## config.mk

```make
export PLATFORM = sky130hd
export DESIGN_NAME = stopwatch_timer_ctrl
export DESIGN_NICKNAME = d
export VERILOG_FILES = /design/src/rtl/stopwatch_timer_ctrl.sv
export SDC_FILE = /design/constraint.sdc
export NUM_CORES = 1
export LEC_CHECK = 0
export CAP_MARGIN = 20
export CORE_ASPECT_RATIO = 0.5
export CORE_MARGIN = 2
export CORE_UTILIZATION = 40
export CTS_CLUSTER_SIZE = 25
export DETAILED_ROUTE_END_ITERATION = 12
export PLACE_DENSITY_LB_ADDON = 0.2
export RECOVER_POWER = 100
export SYNTH_ARGS = -nofsm -noshare
export SYNTH_HDL_FRONTEND = slang
export SYNTH_SLANG_ARGS = --single-unit
export TNS_END_PERCENT = 1
```

## constraint.sdc

```tcl
create_clock -name clk -period 5.1 [get_ports clk]
set_input_delay 0.765 -clock clk [delete_from_list [all_inputs] [get_ports clk]]
set_output_delay 0.765 -clock clk [all_outputs]
set_load 0.02 [all_outputs]
```

## src/rtl/stopwatch_timer_ctrl.sv

```systemverilog
// Stopwatch/timer control path: up/down time counter, IDLE/RUN/HOLD/DONE FSM,
// optional lap-capture FIFO compiled in when STOPWATCH_LAP_EN is defined.
module stopwatch_timer_ctrl #(
  parameter int WIDTH     = 16,
  parameter int MAX_COUNT = 5999,
  parameter int LAP_DEPTH = 4
) (
  input  logic             clk,
  input  logic             rst_n,
  input  logic             tick,
  input  logic             start_btn,
  input  logic             stop_btn,
  input  logic             clear_btn,
  input  logic             mode_btn,
  input  logic             lap_btn,
  input  logic             load,
  input  logic [WIDTH-1:0] preset,
  input  logic             lap_rd,
  output logic [WIDTH-1:0] count,
  output logic             running,
  output logic             dir,
  output logic             expired,
  output logic             wrapped,
  output logic [WIDTH-1:0] lap_data,
  output logic             lap_valid,
  output logic             lap_full,
  output logic             lap_ovf
);

  typedef enum logic [1:0] {IDLE = 2'd0, RUN = 2'd1, HOLD = 2'd2, DONE = 2'd3} state_t;

  localparam logic [WIDTH-1:0] MAX_C = WIDTH'(MAX_COUNT);

  state_t           state_r, state_n;
  logic [WIDTH-1:0] count_r, count_n;
  logic             dir_r, dir_n;
  logic             running_r, expired_r, wrapped_r, expired_n, wrapped_n;
  logic             push_s, flush_s;

  // Next-state, counter and command decode
  always_comb begin
    state_n   = state_r;
    count_n   = count_r;
    dir_n     = dir_r;
    expired_n = 1'b0;
    wrapped_n = 1'b0;
    push_s    = 1'b0;
    flush_s   = 1'b0;
    case (state_r)
      RUN: begin
        push_s = lap_btn;
        if (stop_btn) begin
          state_n = HOLD;
        end else if (tick) begin
          if (dir_r) begin
            if (count_r == MAX_C) begin
              count_n   = '0;
              wrapped_n = 1'b1;
            end else begin
              count_n = count_r + WIDTH'(1);
            end
          end else begin
            count_n = count_r - WIDTH'(1);
            if (count_r == WIDTH'(1)) begin
              state_n   = DONE;
              expired_n = 1'b1;
            end else begin
              state_n = RUN;
            end
          end
        end else begin
          state_n = RUN;
        end
      end
      IDLE, HOLD, DONE: begin
        // clear > load > mode > start; a countdown from zero never starts
        if (clear_btn) begin
          count_n = '0;
          state_n = IDLE;
          flush_s = 1'b1;
        end else if (load) begin
          count_n = (preset > MAX_C) ? MAX_C : preset;
          state_n = IDLE;
        end else if (mode_btn) begin
          dir_n = ~dir_r;
        end else if (start_btn && (state_r != DONE) && (dir_r || (count_r != '0))) begin
          state_n = RUN;
        end else begin
          state_n = state_r;
        end
      end
      default: state_n = IDLE;
    endcase
  end

  // State and counter registers
  always_ff @(posedge clk or negedge rst_n) begin
    if (!rst_n) begin
      state_r   <= IDLE;
      count_r   <= '0;
      dir_r     <= 1'b1;
      running_r <= 1'b0;
      expired_r <= 1'b0;
      wrapped_r <= 1'b0;
    end else begin
      state_r   <= state_n;
      count_r   <= count_n;
      dir_r     <= dir_n;
      running_r <= (state_n == RUN);
      expired_r <= expired_n;
      wrapped_r <= wrapped_n;
    end
  end

  assign count   = count_r;
  assign running = running_r;
  assign dir     = dir_r;
  assign expired = expired_r;
  assign wrapped = wrapped_r;

`ifdef STOPWATCH_LAP_EN
  localparam int AW = (LAP_DEPTH > 1) ? $clog2(LAP_DEPTH) : 1;
  localparam logic [AW:0] DEPTH_C = (AW+1)'(LAP_DEPTH);

  logic [WIDTH-1:0] mem_r [LAP_DEPTH];
  logic [AW-1:0]    wr_ptr_r, rd_ptr_r;
  logic [AW:0]      occ_r, occ_n;
  logic [WIDTH-1:0] lap_data_r, head_n;
  logic             lap_valid_r, lap_full_r, lap_ovf_r;
  logic             full_s, pop_s, push_ok_s;

  // FIFO occupancy and registered-head lookahead
  always_comb begin
    full_s    = (occ_r == DEPTH_C);
    pop_s     = lap_rd && (occ_r != '0);
    push_ok_s = push_s && (!full_s || pop_s);
    occ_n     = occ_r + (AW+1)'(push_ok_s) - (AW+1)'(pop_s);
    if (pop_s && (occ_r > (AW+1)'(1))) begin
      head_n = mem_r[rd_ptr_r + AW'(1)];
    end else if (push_ok_s && ((occ_r == '0) || pop_s)) begin
      head_n = count_r;
    end else begin
      head_n = lap_data_r;
    end
  end

  // FIFO storage
  always_ff @(posedge clk) begin
    if (push_ok_s) begin
      mem_r[wr_ptr_r] <= count_r;
    end
  end

  // FIFO pointers, flags and head register
  always_ff @(posedge clk or negedge rst_n) begin
    if (!rst_n) begin
      wr_ptr_r    <= '0;
      rd_ptr_r    <= '0;
      occ_r       <= '0;
      lap_data_r  <= '0;
      lap_valid_r <= 1'b0;
      lap_full_r  <= 1'b0;
      lap_ovf_r   <= 1'b0;
    end else if (flush_s) begin
      wr_ptr_r    <= '0;
      rd_ptr_r    <= '0;
      occ_r       <= '0;
      lap_data_r  <= '0;
      lap_valid_r <= 1'b0;
      lap_full_r  <= 1'b0;
      lap_ovf_r   <= 1'b0;
    end else begin
      if (push_ok_s) begin
        wr_ptr_r <= wr_ptr_r + AW'(1);
      end
      if (pop_s) begin
        rd_ptr_r <= rd_ptr_r + AW'(1);
      end
      if (push_s && !push_ok_s) begin
        lap_ovf_r <= 1'b1;
      end
      occ_r       <= occ_n;
      lap_data_r  <= head_n;
      lap_valid_r <= (occ_n != '0);
      lap_full_r  <= (occ_n == DEPTH_C);
    end
  end

  assign lap_data  = lap_data_r;
  assign lap_valid = lap_valid_r;
  assign lap_full  = lap_full_r;
  assign lap_ovf   = lap_ovf_r;
`else
  logic unused_s;
  assign unused_s  = ^{lap_btn, lap_rd, push_s, flush_s};
  assign lap_data  = '0;
  assign lap_valid = 1'b0;
  assign lap_full  = 1'b0;
  assign lap_ovf   = 1'b0;
`endif

endmodule

```

==> results.toml <==
[run]
maxCapViolations = 1

[sta]
finalSetupTns_ns = 0
tightest_slew_ns = 1.57
post-route-min-period_ns = 3.19
period_share_pct = 62.5
finalClockSkew_ns = 0.0159
rsz0062_at_grt = "false"
hold_ws_ns = 0.557
timing.final.ws_setup_ns = 1.91
slew-limit-headroom_pct = -5.49
setup_violations = 0
fmax_mhz = 314
hold_viol = 0
timing.final.max_slew_violations = 10

[setup_path]
crit_path_end_kind = "register"
critPathArrivalTime_ns = 3.34
reg2reg_depth = 5
worst_ep_required_time_ns = 5.26
worstSetupPathType = "in2reg"
path_max_fanout = 9
crit_path_start_kind = "input port"

[cells_and_area]
final_nets = 322
final_area_um2 = 2490
post_route_cells_drive_above_1_share_pct = 5.15
areaGrowthSynthToFinish_pct = 20.1
diodes = 0
fill_cells = 482

[status]
outcome = "complete, but fails checks"
violations = "max-capacitance violations, max-slew violations"

[power_and_ir_drop]
ir_drop_mv = 0.227
p_switching_w = 0.000271
p_per_area_nw_per_um2 = 250
p_int_w = 0.000353
p_seq_share_pct = 42.0
comb_power_share_pct = 38.7
p_clk_share_pct = 19.3
swShare_pct = 43.4
p_leak_nw = 1.00

[route]
dr.pass1.iters = 5
route.detailed.wl_per_inst_um = 18.0
wl_mm = 6.49
drt_iter0_drc = 222
drc_errors = 0
num_vias = 2181
antenna_left = 0
via_per_inst = 6.04

[floorplan]
initial_core_util_pct = 41.9
die_area_um2 = 5810
chipHeight_um = 54.9
core_um2 = 4950
rows = 18
ios = 65
dieWidth_um = 106

[logic_synthesis]
ys_async_sr_fraction_pct = 100
synth_common_cells = "21 x dfrtp_1, 19 x buf_4, 16 x nand2_1, 16 x nor2_1, 13 x o21ai_0"
synth_top_cell_area_share_pct = 25.3
synth_edf_count = 0
synthCells = 258
yosysWarnings = 0
synth.most_common_cell = "dfrtp_1"
syn_area_per_cell_um2 = 8.04
seq_area_frac_synth_pct = 26.6
ys_top_cells_by_area = "dfrtp_1 25%, buf_4 6.9%, o21ai_0 3.1%"
netlist_area_um2 = 2070
ys_ff_latch = 22
ys_types = 63
synth_ff_type = "dfrtp_1"
synth_top_area_cell = "dfrtp_1"

[place]
place.detailed.hpwl_mm = 4.74
placedInstanceArea_um2 = 2450
gp_congestion = 0.922
place_ws_ns = 2.00
port-buffer-count = 43

[hold_path]
holdPathStages = 1
hold_class = "reg2reg"

[global_routing]
grt_pass1_wl_mm = 10.1
antenna_found_initial = 0
grt_use_met1_pct = 29.5
grt_use_met3_pct = 5.62
grt_usage_pct = 22.8
busiest_layer = "met2"
grt_pass1_vias = 1963
gr-usage-met2_pct = 39.8
grt_overflow = 0
grt_max_degree = 24

[clock_tree]
h-tree-depth = 1
clock_sinks = 22
ctsRootBufferMaster = "clkbuf_8"
cts_tree = "built"
numCtsBuffers = 3
cts-resized-gates = 0
cts_buffer_depth = 2
cts.clk_slew.worst_paths_ns = 0.10
clk_latency_ns = 0.28
cts_setup_buffers = 0
ctsHoldBuffers = 0
-- flip-flops by register name, summed over array words and instances, names as in the netlist --
register  count
running       1
state_r       2
expired       1
count        16
wrapped       1
dir           1
-- stage by stage --
step | util, % | cells | power (W)
CTS | 50.4 | 360 | 0.000630
global route | 50.3 | 361 | 0.000661
floorplan | - | 276 | 0.000420
global placement | 49.5 | 356 | 0.000503
detailed placement | 49.5 | 356 | 0.000510
finish | 50.3 | 361 | 0.000623
-- cell families after synthesis --
logic type,after synthesis,share of synthesized area (%)
and+or+nand+nor,99,28.3
AOI/OAI and AO/OA,81,26.5
buffers and inverters,42,11.9
DFF,22,26.6
xor gates and xnor gates,7,2.96
adders and majority gates,4,2.41
muxes,2,1.03
other,1,0.181
-- per-layer routing --
layer / share of wire, % / routed length, um
met1: 44 / 2840
met2: 46 / 2980
met3: 9.5 / 616
met4: 0.83 / 54
met5: 0 / 0
-- final timing paths --
path                            from        end  slack, ns
max reg2reg                 count[4]  count[13]       2.29
min in group asynchronous      rst_n    expired       0.85
max                        clear_btn   count[9]       1.91
min                        count[14]  count[14]       0.56
min reg2reg                count[14]  count[14]       0.56
max in group asynchronous      rst_n   count[3]       3.12
-- power by group through the flow --
stage	logic, W	clock network (W)	registers, W
final	0.000241	0.000120	0.000262
after global routing	0.000262	0.000131	0.000268
after CTS	0.000246	0.000122	0.000262
after detailed placement	0.000245	0	0.000265
after global placement	0.000240	0	0.000264
after floorplan	0.000176	0	0.000245
-- placed cells by master (no fill, tap or decap), types with 4 or more instances in the layout --
cell and n:
conb_1 19, a21oi_1 10, nor3_1 11, a211oi_1 5
a221oi_1 4, nor4_1 5, o21ai_1 5, a21o_1 5
nand3_1 8, and3_1 5, nand4_1 4, dlygate4sd3_1 21
o21ai_0 18, o311ai_0 4, clkdlybuf4s50_1 22, nor2_1 16
or4_1 6, nand2_1 16, xnor2_1 4, ha_1 4
a31oi_1 7, inv_1 7, dfrtp_1 21, o22ai_1 5
-- critical path, cell delays in order --
cell,delay (ns)
dlygate4sd3_1,0.66
nor2_1,0.08
o21ai_0,1.21
o311ai_0,0.32
a21oi_1,0.20
o21ai_0,0.11
-- final cells by class --
class                   instances  area (um^2)  area share, %
flip-flops and latches         22          552           22.1
multi-input cells             212         1330           53.5
clock buffers                   4         45.0           1.81
inverters                       7         26.3           1.05
repair buffers                 46          449           18.0
well taps                      70         87.6           3.51
No activity file was read; power rests on OpenSTA's default activity.
